<file path="config.mk">
export PLATFORM = sky130hd
export DESIGN_NAME = orbit_pixel_mapper
export DESIGN_NICKNAME = d
export VERILOG_FILES = /design/src/rtl/orbit_pkg.sv /design/src/rtl/trail_ring.sv /design/src/rtl/orbit_pixel_mapper.sv
export SDC_FILE = /design/constraint.sdc
export NUM_CORES = 1
export LEC_CHECK = 0
export CAP_MARGIN = 20
export CORE_ASPECT_RATIO = 1.25
export CORE_MARGIN = 2
export CORE_UTILIZATION = 25
export CTS_CLUSTER_DIAMETER = 100
export DETAILED_ROUTE_END_ITERATION = 6
export DONT_BUFFER_PORTS = 1
export HOLD_SLACK_MARGIN = 0.05
export PLACE_DENSITY = 0.45
export SLEW_MARGIN = 20
export SYNTH_ARGS = -nofsm -noshare
export SYNTH_HDL_FRONTEND = slang
export SYNTH_SLANG_ARGS = --single-unit
</file>
<file path="constraint.sdc">
create_clock -name clk -period 10.4 [get_ports clk]
set_input_delay 2.08 -clock clk [delete_from_list [all_inputs] [get_ports clk]]
set_output_delay 2.08 -clock clk [all_outputs]
set_load 0.1 [all_outputs]
</file>
<file path="src/rtl/orbit_pkg.sv">
// Shared screen geometry, FSM state encoding and pixel type for the orbit
// plotter datapath.
package orbit_pkg;

  localparam int SCREEN_W = 640;
  localparam int SCREEN_H = 480;
  localparam int PIX_X_W  = 10;
  localparam int PIX_Y_W  = 9;

  localparam logic [7:0] COLOR_ORBIT_DEF = 8'hFF;
  localparam logic [7:0] COLOR_BG_DEF    = 8'h00;

  typedef enum logic [1:0] {
    IDLE,
    MAP,
    ERASE,
    DRAW
  } state_e;

  typedef struct packed {
    logic [PIX_X_W-1:0] x;
    logic [PIX_Y_W-1:0] y;
  } pixel_t;

endpackage

</file>
<file path="src/rtl/trail_ring.sv">
// Ring buffer of recently drawn pixels; head is the oldest entry, read
// combinationally so the parent can erase it without a fetch cycle.
module trail_ring
  import orbit_pkg::*;
#(
  parameter  int TRAIL_LEN = 64,
  localparam int PTR_W     = $clog2(TRAIL_LEN),
  localparam int CNT_W     = $clog2(TRAIL_LEN + 1)
) (
  input  logic             clk,
  input  logic             rst,
  input  logic             push,
  input  logic             pop,
  input  pixel_t           push_data,
  output pixel_t           head,
  output logic [CNT_W-1:0] count,
  output logic             full,
  output logic             empty
);

  pixel_t           mem [TRAIL_LEN];
  logic [PTR_W-1:0] wr_ptr_q;
  logic [PTR_W-1:0] rd_ptr_q;
  logic [CNT_W-1:0] count_q;
  logic             do_push;
  logic             do_pop;

  assign full    = (count_q == CNT_W'(TRAIL_LEN));
  assign empty   = (count_q == '0);
  assign do_push = push && (!full || pop);
  assign do_pop  = pop && !empty;

  // NOTE: sequential state uses non-blocking assignments so every register
  // samples its inputs from before the edge, independent of statement order.
  always_ff @(posedge clk) begin
    if (rst) begin
      wr_ptr_q <= '0;
      rd_ptr_q <= '0;
      count_q  <= '0;
    end else begin
      if (do_push) wr_ptr_q <= wr_ptr_q + PTR_W'(1);
      if (do_pop)  rd_ptr_q <= rd_ptr_q + PTR_W'(1);
      case ({do_push, do_pop})
        2'b10:   count_q <= count_q + CNT_W'(1);
        2'b01:   count_q <= count_q - CNT_W'(1);
        default: count_q <= count_q;
      endcase
    end
  end

  // NOTE: the storage array is deliberately not reset; count and pointers
  // define which entries are valid, so stale contents are never observed.
  always_ff @(posedge clk) begin
    if (do_push) mem[wr_ptr_q] <= push_data;
  end

  assign head  = mem[rd_ptr_q];
  assign count = count_q;

endmodule

</file>
<file path="src/rtl/orbit_pixel_mapper.sv">
// Maps orbital X/Y samples in metres onto 640x480 pixels, clips off-screen
// samples, and keeps a fixed-length trail by erasing the oldest pixel first.
module orbit_pixel_mapper
  import orbit_pkg::*;
#(
  parameter int         SCALE_SHIFT = 16,
  parameter int         CX          = 320,
  parameter int         CY          = 240,
  parameter int         TRAIL_LEN   = 64,
  parameter logic [7:0] COLOR_ORBIT = COLOR_ORBIT_DEF,
  parameter logic [7:0] COLOR_BG    = COLOR_BG_DEF
) (
  input  logic                clk,
  input  logic                rst,
  input  logic                in_valid,
  output logic                in_ready,
  input  logic signed [31:0]  in_x,
  input  logic signed [31:0]  in_y,
  output logic                pix_req,
  input  logic                pix_ack,
  output logic [PIX_X_W-1:0]  pix_x,
  output logic [PIX_Y_W-1:0]  pix_y,
  output logic [7:0]          pix_color,
  output logic [15:0]         clip_cnt,
  output logic                busy
);

  localparam int CNT_W = $clog2(TRAIL_LEN + 1);
  localparam logic signed [32:0] ORG_X = 33'(CX);
  localparam logic signed [32:0] ORG_Y = 33'(CY);
  localparam logic signed [32:0] LIM_X = 33'(SCREEN_W);
  localparam logic signed [32:0] LIM_Y = 33'(SCREEN_H);

  state_e              state_q, state_d;
  logic signed [31:0]  x_q, x_d, y_q, y_d;
  pixel_t              tgt_q, tgt_d, last_q, last_d;
  logic                last_valid_q, last_valid_d;
  logic                pix_req_q, pix_req_d;
  logic [PIX_X_W-1:0]  pix_x_q, pix_x_d;
  logic [PIX_Y_W-1:0]  pix_y_q, pix_y_d;
  logic [7:0]          pix_color_q, pix_color_d;
  logic [15:0]         clip_q, clip_d;

  logic signed [32:0]  sx, sy, px, py;
  logic                on_screen;
  pixel_t              map_pix;

  pixel_t              trail_head;
  logic [CNT_W-1:0]    trail_count;
  logic                trail_full, trail_empty;
  logic                trail_push, trail_pop;

  // Sign-extend before shifting so the floor behaviour holds for negatives.
  always_comb begin
    sx        = $signed({x_q[31], x_q}) >>> SCALE_SHIFT;
    sy        = $signed({y_q[31], y_q}) >>> SCALE_SHIFT;
    px        = ORG_X + sx;
    py        = ORG_Y - sy;
    on_screen = !px[32] && (px < LIM_X) && !py[32] && (py < LIM_Y);
    map_pix   = '{x: px[PIX_X_W-1:0], y: py[PIX_Y_W-1:0]};
  end

  assign trail_push = (state_q == DRAW)  && pix_ack && !trail_full;
  assign trail_pop  = (state_q == ERASE) && pix_ack && !trail_empty;

  trail_ring #(
    .TRAIL_LEN (TRAIL_LEN)
  ) u_trail (
    .clk       (clk),
    .rst       (rst),
    .push      (trail_push),
    .pop       (trail_pop),
    .push_data (tgt_q),
    .head      (trail_head),
    .count     (trail_count),
    .full      (trail_full),
    .empty     (trail_empty)
  );

  // NOTE: every combinational output gets a default first, so no path leaves
  // a variable unassigned and no latch is inferred.
  always_comb begin
    state_d      = state_q;
    x_d          = x_q;
    y_d          = y_q;
    tgt_d        = tgt_q;
    last_d       = last_q;
    last_valid_d = last_valid_q;
    pix_req_d    = pix_req_q;
    pix_x_d      = pix_x_q;
    pix_y_d      = pix_y_q;
    pix_color_d  = pix_color_q;
    clip_d       = clip_q;

    case (state_q)
      IDLE: begin
        if (in_valid) begin
          x_d     = in_x;
          y_d     = in_y;
          state_d = MAP;
        end
      end
      MAP: begin
        if (!on_screen) begin
          if (clip_q != 16'hFFFF) clip_d = clip_q + 16'd1;
          state_d = IDLE;
        end else if (last_valid_q && (map_pix == last_q)) begin
          state_d = IDLE;
        end else begin
          tgt_d     = map_pix;
          pix_req_d = 1'b1;
          if (trail_count == CNT_W'(TRAIL_LEN)) begin
            pix_x_d     = trail_head.x;
            pix_y_d     = trail_head.y;
            pix_color_d = COLOR_BG;
            state_d     = ERASE;
          end else begin
            pix_x_d     = map_pix.x;
            pix_y_d     = map_pix.y;
            pix_color_d = COLOR_ORBIT;
            state_d     = DRAW;
          end
        end
      end
      ERASE: begin
        if (pix_ack) begin
          pix_x_d     = tgt_q.x;
          pix_y_d     = tgt_q.y;
          pix_color_d = COLOR_ORBIT;
          state_d     = DRAW;
        end
      end
      DRAW: begin
        if (pix_ack) begin
          last_d       = tgt_q;
          last_valid_d = 1'b1;
          pix_req_d    = 1'b0;
          state_d      = IDLE;
        end
      end
      default: state_d = IDLE;
    endcase
  end

  always_ff @(posedge clk) begin
    if (rst) begin
      state_q      <= IDLE;
      x_q          <= '0;
      y_q          <= '0;
      tgt_q        <= '0;
      last_q       <= '0;
      last_valid_q <= 1'b0;
      pix_req_q    <= 1'b0;
      pix_x_q      <= '0;
      pix_y_q      <= '0;
      pix_color_q  <= '0;
      clip_q       <= '0;
    end else begin
      state_q      <= state_d;
      x_q          <= x_d;
      y_q          <= y_d;
      tgt_q        <= tgt_d;
      last_q       <= last_d;
      last_valid_q <= last_valid_d;
      pix_req_q    <= pix_req_d;
      pix_x_q      <= pix_x_d;
      pix_y_q      <= pix_y_d;
      pix_color_q  <= pix_color_d;
      clip_q       <= clip_d;
    end
  end

  assign in_ready  = (state_q == IDLE);
  assign busy      = (state_q != IDLE);
  assign pix_req   = pix_req_q;
  assign pix_x     = pix_x_q;
  assign pix_y     = pix_y_q;
  assign pix_color = pix_color_q;
  assign clip_cnt  = clip_q;

endmodule

</file>
Word-level counts from Yosys, hierarchy flattened
Memory sizes are Yosys's and may differ from the RTL's. A register that Yosys moved wholly into a read port is not among the register bits.
Cells that the tools add are included.
{"block": "totals", "regBits": 168, "ramBits": 1216, "in_bits": 68, "output_inout_bits": 46, "wordCells": 100, "n_memories": 1}
{"block": "classes", "n_addsub": 7, "n_lt_le_gt_ge": 2, "n_eq_ne": 13, "muxes": 31, "bitwise": 2, "n_reduce_logical": 28}
{"name": "u_trail.mem", "words": 64, "width": 19, "read_ports": 1, "rd_ports_with_merged_regs": 1, "wr": 1, "line": "trail_ring.sv:21", "source": "pixel_t mem [TRAIL_LEN];"}
{"cell": "$mux 10", "count": 4}
{"cell": "$mux 9", "count": 4}
{"cell": "$mux 8", "count": 4}
{"cell": "$pmux 10 s2", "count": 1}
{"cell": "$eq 19x19->1", "count": 1}
{"cell": "$pmux 9 s2", "count": 1}
{"cell": "$add 10x16->17 const A", "count": 1}
{"cell": "$lt 17x10->1 const B", "count": 1}
{"cell": "$lt 17x11->1 const B", "count": 1}
{"cell": "$sub 9x16->17 const A", "count": 1}
{"cell": "$add 16x1->16 const B", "count": 1}
{"cell": "$ne 16x16->1 const B", "count": 1}
{"cell": "$pmux 8 s2", "count": 1}
{"cell": "$pmux 7 s2", "count": 1}
{"cell": "$add 6x1->6 const B", "count": 2}
{"cell": "$mux 6", "count": 2}
{"cell": "$logic_and 1x1->1", "count": 10}
{"cell": "$mux 2", "count": 5}
{"cell": "$ne 2x2->1 const B", "count": 5}
{"cell": "$reduce_and 3->1", "count": 3}
{"cell": "$pmux 2 s4", "count": 1}
{"cell": "$reduce_and 4->1", "count": 2}
{"cell": "$reduce_bool 2->1", "count": 4}
{"cell": "$add 7x1->7 const B", "count": 1}
{"cell": "other kinds (12)", "count": 25}

Logic depth before layout (Yosys ltp)
Gate-level depths: netlist (run 1).
{"block": "depth", "ltp_word": 7, "ltp_mapped": 14, "ltp_nobuf": 14}

Cells and area by module
From an unflattened synthesis (run 1), not the netlist that was laid out.
{"block": "unflattened", "cells_unflattened": 2900, "area_unflattened_um2": 53684.0}
{"mod": "trail_ring", "n_inst": 1, "cells_per_inst": 2201, "area_per_inst_um2": 48016.1, "seq_area_each_um2": 37015.5}
{"mod": "orbit_pixel_mapper", "n_inst": 1, "cells_per_inst": 699, "area_per_inst_um2": 5667.9, "seq_area_each_um2": 2202.1}

Least setup slack after synthesis (run 1)
No wires, ideal clock.
{"block": "synth_timing", "path_kind": "register to output", "from": "register state_q[0]", "to": "output port busy", "t_arrival_ns": 2.743, "setup_slack_ns": 5.577, "path_stages_with_launch": 4, "path_buffers": 1, "path_cell_list": "dfxtp_1 clkbuf_1 nor2_1 inv_1"}
{"block": "synth_via", "elab_chain_len": 1}
{"item": "start, declared", "line": "orbit_pixel_mapper.sv:34", "source": "state_e state_q, state_d;"}
{"item": "start signal, assigned", "line": "orbit_pixel_mapper.sv:159", "source": "state_q <= state_d;"}
{"item": "$reduce_bool 2->1", "line": "orbit_pixel_mapper.sv:174", "source": "assign busy = (state_q != IDLE);"}
{"item": "end, declared", "line": "orbit_pixel_mapper.sv:25", "source": "output logic busy"}
Every way passes these cells.

Final worst setup path (run 1)
{"block": "layout_timing", "from": "input port pix_ack", "to": "memory u_trail.mem[11][9] (netlist name) (enable)"}
{"block": "layout_via", "elab_chain_len": 6, "word_cells_on_any_way": 8}
{"item": "start, declared", "line": "orbit_pixel_mapper.sv:20", "source": "input logic pix_ack,"}
{"item": "$logic_and 1x1->1 (2 in series)", "line": "orbit_pixel_mapper.sv:64", "source": "assign trail_pop = (state_q == ERASE) && pix_ack && !trail_empty;"}
{"item": "$logic_or 1x1->1", "line": "trail_ring.sv:30", "source": "assign do_push = push && (!full || pop);"}
{"item": "$logic_and 1x1->1 *", "line": "trail_ring.sv:30"}
{"item": "$mux 1 *", "line": "trail_ring.sv:54", "source": "if (do_push) mem[wr_ptr_q] <= push_data;"}
{"item": "$mux 1 (implied by the code) *", "line": "trail_ring.sv:54"}
{"item": "end, declared", "line": "trail_ring.sv:21"}
Every way passes the cells marked *; elsewhere a longest branch is shown, timed or not.

==> reports/qor.yml, run 1 <==
status:
  status: "finished clean"
drt:
  first_pass_iters: 5
  dr_total_vias: 28126
  detail_route.wl_per_cell_um: 26.1
  drt-total-wl_mm: 155
  drc_errors: 0
  first_iter_violations: 2625
  viasPerCell: 4.72
  ant_nets: 0
timing:
  setup_viol: 0
  slew_violations: 0
  worst_clock_skew_ns: 0.0377
  finalSetupTns_ns: 0
  hold_viol: 0
  period_needed_ns: 5.66
  worst_slew_pin_slew_ns: 1.13
  fmax_mhz: 177
  timing.slew.headroom_pct: 22.6
  final.period_utilization_pct: 54.5
  rsz0062_at_grt: "false"
  fin_ws_ns: 4.74
critical_path:
  critPathMaxStageDelay_ns: 1.01
  worstSetupStartpointType: "input port"
  critical_path.endpoint_type: "flop"
  endpoint: "u_trail.mem[11][9]"
  r2r_slack_ns: 5.42
  critPathArrivalTime_ns: 6.11
  cp.depth: 7
  r2r-start: "state_q[0]"
  cp_max_fo: 20
  path_buf_inv: 2
  r2r_cells: 7
  worstSetupStartpoint: "pix_ack"
  cp.required_ns: 10.85
  cpMaxStageDelayCell: "nor2_1"
  cpLargestDelayFamily: "simple AND/OR/NAND/NOR gates"
  crit_type: "in2reg"
  cp_cell_sequence: "nand3_1 > nor2_1 > inv_1 > nor2_1 > nand3_1 > nor2_2 > buf_4"
  r2r_end: "u_trail.mem[11][9]"
clock_network:
  cts_tree: "done"
  cts_resized: 0
  cts_setup_buffers: 0
  htreeDepth: 4
  root_buffer: "clkbuf_16"
  clk-insertion-delay-late_ns: 0.79
  cts_buffer_depth: 3
  clk_pin_slew_ns: 0.06
  clock_sinks: 1351
  cts_made_buffers: 140
  cts_hold_repair.buffers: 0
global_routing:
  grt_max_degree: 129
  grt_usage_pct: 14.1
  grt_overflow_total: 0
  grt_pass1_vias: 28640
  antenna_found_initial: 4
  grt_pass1_wl_mm: 220
place:
  routabilityCongestion: 0.819
  dpl.hpwl_mm: 93.7
  numPortBuffers: 0
  place_inst: 5694
  dp_slack_ns: 4.04
hold_path:
  min_path_type: "reg2reg"
  whs_path_depth: 2
die:
  core-area_um2: 212000
  die_h_um: 521
  die_area_um2: 217000
  ioPinCount: 114
  start_util_pct: 25.2
  fp.dieW_um: 417
  rows: 189
logic_synthesis:
  synth_ff_type: "edfxtp_1"
  synth_top_area_share_pct: 68.4
  synth.top_cells.by_area: "edfxtp_1 (68%), mux4_2 (10%), dfxtp_1 (5.1%), mux2i_1 (3.2%), nand2_1 (1.4%)"
  async_flop_share_pct: 0
  synthCells: 2994
  synth-compound-area-share_pct: 5.19
  synth_nets: 3074
  synthDistinctLibCells: 70
  synth-xor-area-share_pct: 0.766
  yosys.area.top_type: "edfxtp_1"
  ys_warn_count: 0
  synthSimpleGateAreaFrac_pct: 4.66
  synth_top_family_by_area: "multiplexers"
  syn_avg_cell_area_um2: 17.8
  synth_adder_area_share_pct: 0.295
  ys_ff_latch: 1351
  synthMuxAreaShare_pct: 13.9
  ys_seq_area_share_pct: 73.5
  synth_edf_count: 1216
  syn_area_um2: 53400
power:
  p_per_area_nw_per_um2: 178
  ir_drop_mv: 0.131
  p_leak_nw: 18.8
  power_mw: 11.0
final_layout:
  fin_cells: 5955
  nFillCells: 20835
  area_growth_pct: 15.7
  fin_nets: 3147
  drive_gt1_share_pct: 21.9
run:
  maxCapViolations: 0
stage by stage:
| step | utilization [%] | hold WS (ns) | instance area, um^2 |
|---|---|---|---|
| after detailed placement | 27.0 | 0.454 | 57200 |
| after floorplan | - | 0.437 | 53400 |
| final | 29.1 | 0.467 | 61700 |
| after global placement | 27.0 | 0.448 | 57200 |
| after global routing | 29.1 | 0.485 | 61700 |
| after CTS | 29.1 | 0.463 | 61700 |
worst min-delay path by stage:
stage / start / end / slack, ns
6_report: last_q[6] / last_q[6] / 0.47
5_1_grt: last_q[6] / last_q[6] / 0.49
4_1_cts: last_q[16] / last_q[16] / 0.46
3_5_place_dp: tgt_q[6] / last_q[6] / 0.45
3_3_place_gp: last_q[17] / last_q[17] / 0.45
2_1_floorplan: last_q[17] / last_q[17] / 0.44
where the power goes:
part | total, mW | switching [mW] | leakage [nW] | internal, mW
Sequential | 5.86 | 0.0215 | 12.4 | 5.84
Clock | 5.01 | 2.17 | 2.20 | 2.84
Combinational | 0.110 | 0.0745 | 4.18 | 0.0354
cell usage after synthesis (11+ instances only):
library cell	instances
a211oi_1	15
a21oi_1	119
a221oi_1	59
a22oi_1	34
a31oi_1	15
buf_1	19
buf_2	59
buf_4	16
clkbuf_1	92
dfxtp_1	135
edfxtp_1	1216
ha_1	11
inv_1	20
mux2_2	14
mux2i_1	172
mux4_2	245
nand2_1	198
nand3_1	49
nand4_1	22
nor2_1	141
nor2b_1	20
nor3_1	27
o21ai_0	76
o31ai_1	14
or4_1	14
xnor2_1	23
xor2_1	16
metal layers:
| layer | wire, um | track usage (%) |
|---|---|---|
| met2 | 79700 | 24.9 |
| met1 | 62400 | 17.0 |
| met4 | 6240 | 6.05 |
| met3 | 7080 | 2.34 |
| met5 | 0 | 0 |
registers in the layout (all words and copies together), names as in the netlist, named ones only:
register / cells
u_trail.mem: 1216
last_q: 19
tgt_q: 19
clip_cnt: 16
x_q: 16
y_q: 16
pix_x: 10
pix_y: 9
u_trail.count: 7
u_trail.rd_ptr_q: 6
u_trail.wr_ptr_q: 6
last_valid_q: 1
pix_color: 1
pix_req: 1
state_q: 1
worst reg2reg max path, delay by kind of cell (launching register included):
family                 cells  cell delay (ns)
buffers and inverters      2             0.73
flip-flops                 1             0.52
AND/OR/NAND/NOR            5             3.39
logic make-up after synthesis:
kind of cell	count (synthesis)
mux	432
xor+xnor	42
flops	1351
fa+ha+maj	12
simple gates	537
compound gates	412
buf+inv	208
final cells by class:
type / count / area (um^2) / area share, %
clock inverters: 84 / 815 / 1.32
flip-flops and latches: 1351 / 39300 / 63.6
well taps: 2769 / 3460 / 5.61
multi-input cells: 1435 / 13500 / 21.8
repair buffers: 119 / 963 / 1.56
diodes: 4 / 10.0 / 0.0162
inverters: 20 / 75.1 / 0.122
clock buffers: 173 / 3690 / 5.98
cell usage in the layout (no fill, tap or decap), types with 27 or more instances in the layout:
| cell type | count |
|---|---|
| a22oi_1 | 34 |
| mux2i_1 | 172 |
| nor2_2 | 58 |
| edfxtp_1 | 1216 |
| clkbuf_16 | 143 |
| o21ai_0 | 76 |
| a21oi_1 | 119 |
| nand2_1 | 197 |
| mux4_2 | 245 |
| nor2_1 | 75 |
| a221oi_1 | 59 |
| buf_4 | 114 |
| nor3_1 | 27 |
| clkbuf_1 | 30 |
| nand3_1 | 49 |
| dfxtp_1 | 109 |
Note: power is estimated with default switching activity, not from simulation.
==> run 2: changes to the inputs <==
- clock period: 10.4 -> 5.8 ns (I/O delays scaled with it)
==> run 2 against run 1 <==
Compared with the run above: design area grew 0.89%; flip-flop and latch count stayed put; count of clock-buffer cells in the layout increased by 21; die area unchanged; clock skew down 0.011 ns; register-to-register slack got worse by 3.6 ns; global-route usage rose by 0.16 points; non-clock buffer count rose by 46; sequential power increased by 79%; clock power rose by 84%; critical path type is now reg2reg; critical endpoint is now u_trail.count[6]; largest cell class unchanged; largest power group unchanged.
==> reports/qor.yml, run 2 (same netlist as run 1, synthesis figures left out) <==
clock_network:
  clock_sinks: 1351
  cts_made_buffers: 147
  htreeDepth: 4
  cts_buffer_depth: 3
  clk_pin_slew_ns: 0.06
  cts_resized: 0
  root_buffer: "clkbuf_16"
  cts_tree: "done"
  cts_hold_repair.buffers: 0
  cts_setup_buffers: 0
  clk-insertion-delay-late_ns: 0.80
timing:
  timing.slew.headroom_pct: 26.4
  hold_ws_ns: 0.442
  hold_viol: 0
  worst_clock_skew_ns: 0.0262
  setup_viol: 0
  fmax_mhz: 249
  slew_violations: 0
  rsz0062_at_grt: "false"
  final.period_utilization_pct: 69.3
  worst_slew_pin_slew_ns: 1.10
  finalSetupTns_ns: 0
  period_needed_ns: 4.02
drt:
  met2WireLength_mm: 78.5
  first_pass_iters: 5
  viasPerCell: 4.72
  routed.top_layer: "met4"
  drc_errors: 0
  first_iter_violations: 2717
  ant_nets: 0
  dr_total_vias: 28339
  m1WireLength_mm: 64.6
  met3_length_mm: 7.80
  detail_route.wl_per_cell_um: 26.1
  drt-total-wl_mm: 157
critical_path:
  cp_max_fo: 9
  crit_type: "reg2reg"
  worstSetupStartpointType: "flop"
  critical_path.endpoint_type: "flop"
  cp_cell_sequence: "or4_1 > nor2_1 > nor2_1 > buf_4 > inv_1 > ha_1 > inv_1 > fa_1 > nor2b_1 > o21ai_0 > a21oi_1 > o21ai_0 > and3_1 > or4_1 > a21oi_1"
  critPathMaxStageDelay_ns: 0.59
  critPathArrivalTime_ns: 4.73
  path_buf_inv: 3
  cp.required_ns: 6.52
  cpMaxStageDelayCell: "or4_1"
  cpLargestDelayFamily: "simple AND/OR/NAND/NOR gates"
hold_path:
  min_path_type: "in2reg"
global_routing:
  grt_pass1_wl_mm: 222
  grt_overflow_total: 0
  grt_pass1_vias: 28910
  antenna_found_initial: 8
  grt_max_degree: 129
  grt_usage_pct: 14.3
die:
  die_h_um: 521
  core-area_um2: 212000
  die_area_um2: 217000
  start_util_pct: 25.2
  fp.dieW_um: 417
  rows: 189
  ioPinCount: 114
run:
  maxCapViolations: 0
final_layout:
  final_cell_mix: "edfxtp_1 (1216), mux4_2 (245), nand2_1 (197)"
  multi_input_area_um2: 13400
  drive_gt1_share_pct: 23.0
  regArea_um2: 39300
  nFillCells: 20819
  largest_register_ffs: 1216
  layout.cells.most_common: "edfxtp_1"
  fin_nets: 3200
  largest_registers: "u_trail.mem (1216), last_q (19), tgt_q (19)"
  area_growth_pct: 16.7
  max_flop_register: "u_trail.mem"
place:
  routabilityCongestion: 0.824
  numPortBuffers: 0
  dpl.hpwl_mm: 97.0
power:
  ir_drop_mv: 0.214
  p_per_area_nw_per_um2: 320
  power_mw: 19.9
  p_leak_nw: 19.1
status:
  status: "finished clean"
-- run 2: cell types whose count changed in the layout (fill, tap and decap cells not counted), sizes merged --
cell,change
clkinv,-3
clkinvlp,-3
bufinv,-1
clkbuf,+21
inv,-2
buf,+46
diode,-3
-- run 2: layout make-up --
cell class / instances / share of cell area [%]
antenna: 1 / 0.00402
clock buffer: 194 / 6.41
clock inverter: 75 / 1.14
inverter: 20 / 0.121
multi-input combinational: 1435 / 21.6
sequential: 1351 / 63.0
tap: 2769 / 5.56
timing repair buffer: 165 / 2.18
-- run 2: final timing paths --
path                    startpoint                to  slack, ns  cells after the start
setup / recovery  u_trail.count[0]  u_trail.count[6]       1.78                     15
hold / removal                 rst      clip_cnt[13]       0.44                      1
setup reg to reg  u_trail.count[0]  u_trail.count[6]       1.78                     15
hold reg to reg         last_q[17]        last_q[17]       0.46                      2
-- run 2: worst reg2reg max path, stage by stage (launching register included) --
cell and delay [ns]:
dfxtp_1 0.35, or4_1 0.59, nor2_1 0.23, nor2_1 0.09, buf_4 0.20, inv_1 0.27
ha_1 0.37, inv_1 0.13, fa_1 0.39, nor2b_1 0.17, o21ai_0 0.12, a21oi_1 0.19
o21ai_0 0.12, and3_1 0.20, or4_1 0.40, a21oi_1 0.16
-- run 2: routing by layer --
metal / up-vias / global-route usage (%)
met1: 14990 / 18.0
met5: - / 0
li1: 12331 / -
met4: 0 / 5.56
met3: 230 / 2.38
met2: 788 / 24.5
-- run 2: power by group --
part | switching (mW) | internal (mW)
Sequential | 0.0379 | 10.5
Combinational | 0.133 | 0.0634
Clock | 3.88 | 5.35
Total | 4.05 | 15.9
-- run 2: stage by stage --
stage	cell area [um^2]	std cells	setup WS [ns]	utilization (%)
floorplan	53400	2994	1.90	-
global placement	57600	5740	1.37	27.1
detailed placement	57600	5740	1.48	27.1
CTS	62300	6009	1.71	29.4
global route	62300	6010	1.44	29.4
finish	62300	6010	1.78	29.4
==> run 3: changes to the inputs <==
- clock period: 5.8 -> 4.1 ns (I/O delays scaled with it)
==> run 3 against run 2 <==
Compared with the run above: critical path depth decreased by 4; design area increased by 0.96%; first-iteration DRC count decreased by 13%; critical path type unchanged; largest power group unchanged; largest cell class unchanged; clock power increased by 37%; total power increased by 39%; utilization increased by 0.28 points.
==> reports/qor.yml, run 3 (same netlist as run 1, synthesis figures left out) <==
status:
  status: "finished clean"
hold_path:
  whs_path_depth: 1
  min_path_type: "in2reg"
critical_path:
  crit_type: "reg2reg"
  critical_path.endpoint_type: "flop"
  r2r_cells: 11
  worstSetupStartpointType: "flop"
  cp_max_fo: 14
  critPathArrivalTime_ns: 4.17
  cp.required_ns: 4.80
timing:
  fmax_mhz: 288
  period_needed_ns: 3.47
  worst_slew_pin_slew_ns: 1.07
  timing.slew.headroom_pct: 28.7
  final.period_utilization_pct: 84.6
  hold_viol: 0
  worst_clock_skew_ns: 0.0256
  rsz0062_at_grt: "false"
  setup_viol: 0
  finalSetupTns_ns: 0
  slew_violations: 0
power:
  ir_drop_mv: 0.405
  p_leak_nw: 19.5
  p_sw_mw: 5.67
  p_per_area_nw_per_um2: 442
  p_clk_share_pct: 45.5
  power_frac_comb_pct: 1.1
  p_int_mw: 22.1
  power.share.sequential_pct: 53.5
  swShare_pct: 20.4
die:
  rows: 189
  die_area_um2: 217000
  fp.dieW_um: 417
  die_h_um: 521
  core-area_um2: 212000
  ioPinCount: 114
  start_util_pct: 25.2
clock_network:
  clock_sinks: 1351
  root_buffer: "clkbuf_16"
  clk-insertion-delay-late_ns: 0.79
  cts_tree: "done"
  cts_made_buffers: 144
  htreeDepth: 4
  clk_pin_slew_ns: 0.06
  cts_buffer_depth: 3
  cts_resized: 0
final_layout:
  largest_registers: "u_trail.mem (1216), last_q (19), tgt_q (19)"
  final_cell_mix: "edfxtp_1 (1216), mux4_2 (245), buf_4 (227)"
  layout.cells.most_common: "edfxtp_1"
  area_growth_pct: 17.8
  drive_gt1_share_pct: 24.6
  max_flop_register: "u_trail.mem"
  nFillCells: 20784
  fin_nets: 3282
  largest_register_ffs: 1216
  fin_cells: 6089
global_routing:
  grt_overflow_total: 0
  grt_pass1_vias: 29183
  grt_max_degree: 112
  antenna_found_initial: 8
  grt_pass1_wl_mm: 224
  grt_usage_pct: 14.4
drt:
  dr_total_vias: 28641
  ant_nets: 0
  first_pass_iters: 5
  detail_route.wl_per_cell_um: 26.1
  first_iter_violations: 2360
  drt-total-wl_mm: 159
  drc_errors: 0
  viasPerCell: 4.70
run:
  maxCapViolations: 0
place:
  dpl.hpwl_mm: 100
  numPortBuffers: 0
  routabilityCongestion: 0.824
  place_inst: 5824
[run 3: worst paths after layout]
kind	from	to	slack (ns)
setup / recovery	y_q[16]	tgt_q[13]	0.63
hold / removal	rst	u_trail.count[2]	0.13
setup reg to reg	y_q[16]	tgt_q[13]	0.63
hold reg to reg	last_q[2]	last_q[2]	0.46
[run 3: through the flow]
step	cell area [um^2]	total power, mW	hold slack [ns]	worst slack [ns]	util (%)
4_1_cts	62900	28.1	0.0509	0.485	29.6
5_1_grt	62900	28.6	0.0756	0.253	29.6
6_report	62900	27.8	0.132	0.632	29.6
3_5_place_dp	58400	15.4	0.448	0.505	27.5
2_1_floorplan	53400	15.4	0.437	0.537	-
3_3_place_gp	58400	15.4	0.444	0.497	27.5
[run 3: power groups by stage]
| stage | logic [mW] | clock network, mW | registers (mW) |
|---|---|---|---|
| 5_1_grt | 0.320 | 13.5 | 14.9 |
| 3_3_place_gp | 0.291 | 0 | 15.2 |
| 6_report | 0.296 | 12.6 | 14.9 |
| 2_1_floorplan | 0.216 | 0 | 15.1 |
| 3_5_place_dp | 0.292 | 0 | 15.2 |
| 4_1_cts | 0.298 | 13.0 | 14.9 |
[run 3: repair_timing]
item,CTS,global route
hold buffers,1,0
endpoints found under the hold margin,18,0
buffers inserted,0,0
[run 3: worst max-delay path, stage by stage (launching register included)]
cell and delay (ns):
dfxtp_1 0.39, inv_1 0.08, ha_1 0.23, nor3b_1 0.67, and2_1 0.23, o2111ai_1 0.10
a2111oi_0 0.41, buf_4 0.20, a41o_1 0.56, buf_4 0.26, o21ai_0 0.09, a21oi_1 0.17
[run 3: area by class of cell]
type	count	area (um^2)	area share, %
flip-flops and latches	1351	39300	62.4
multi-input cells	1435	13400	21.3
clock buffers	205	3970	6.32
well taps	2769	3460	5.51
repair buffers	250	2160	3.44
clock inverters	56	533	0.848
inverters	20	75.1	0.119
diodes	3	7.51	0.0119
[run 3: routing by layer]
metal  global-route usage [%]  wire length (um)
met5                        0                 0
met4                     5.29              5110
met3                     2.26              7710
met2                     25.4             81500
met1                     17.7             64800
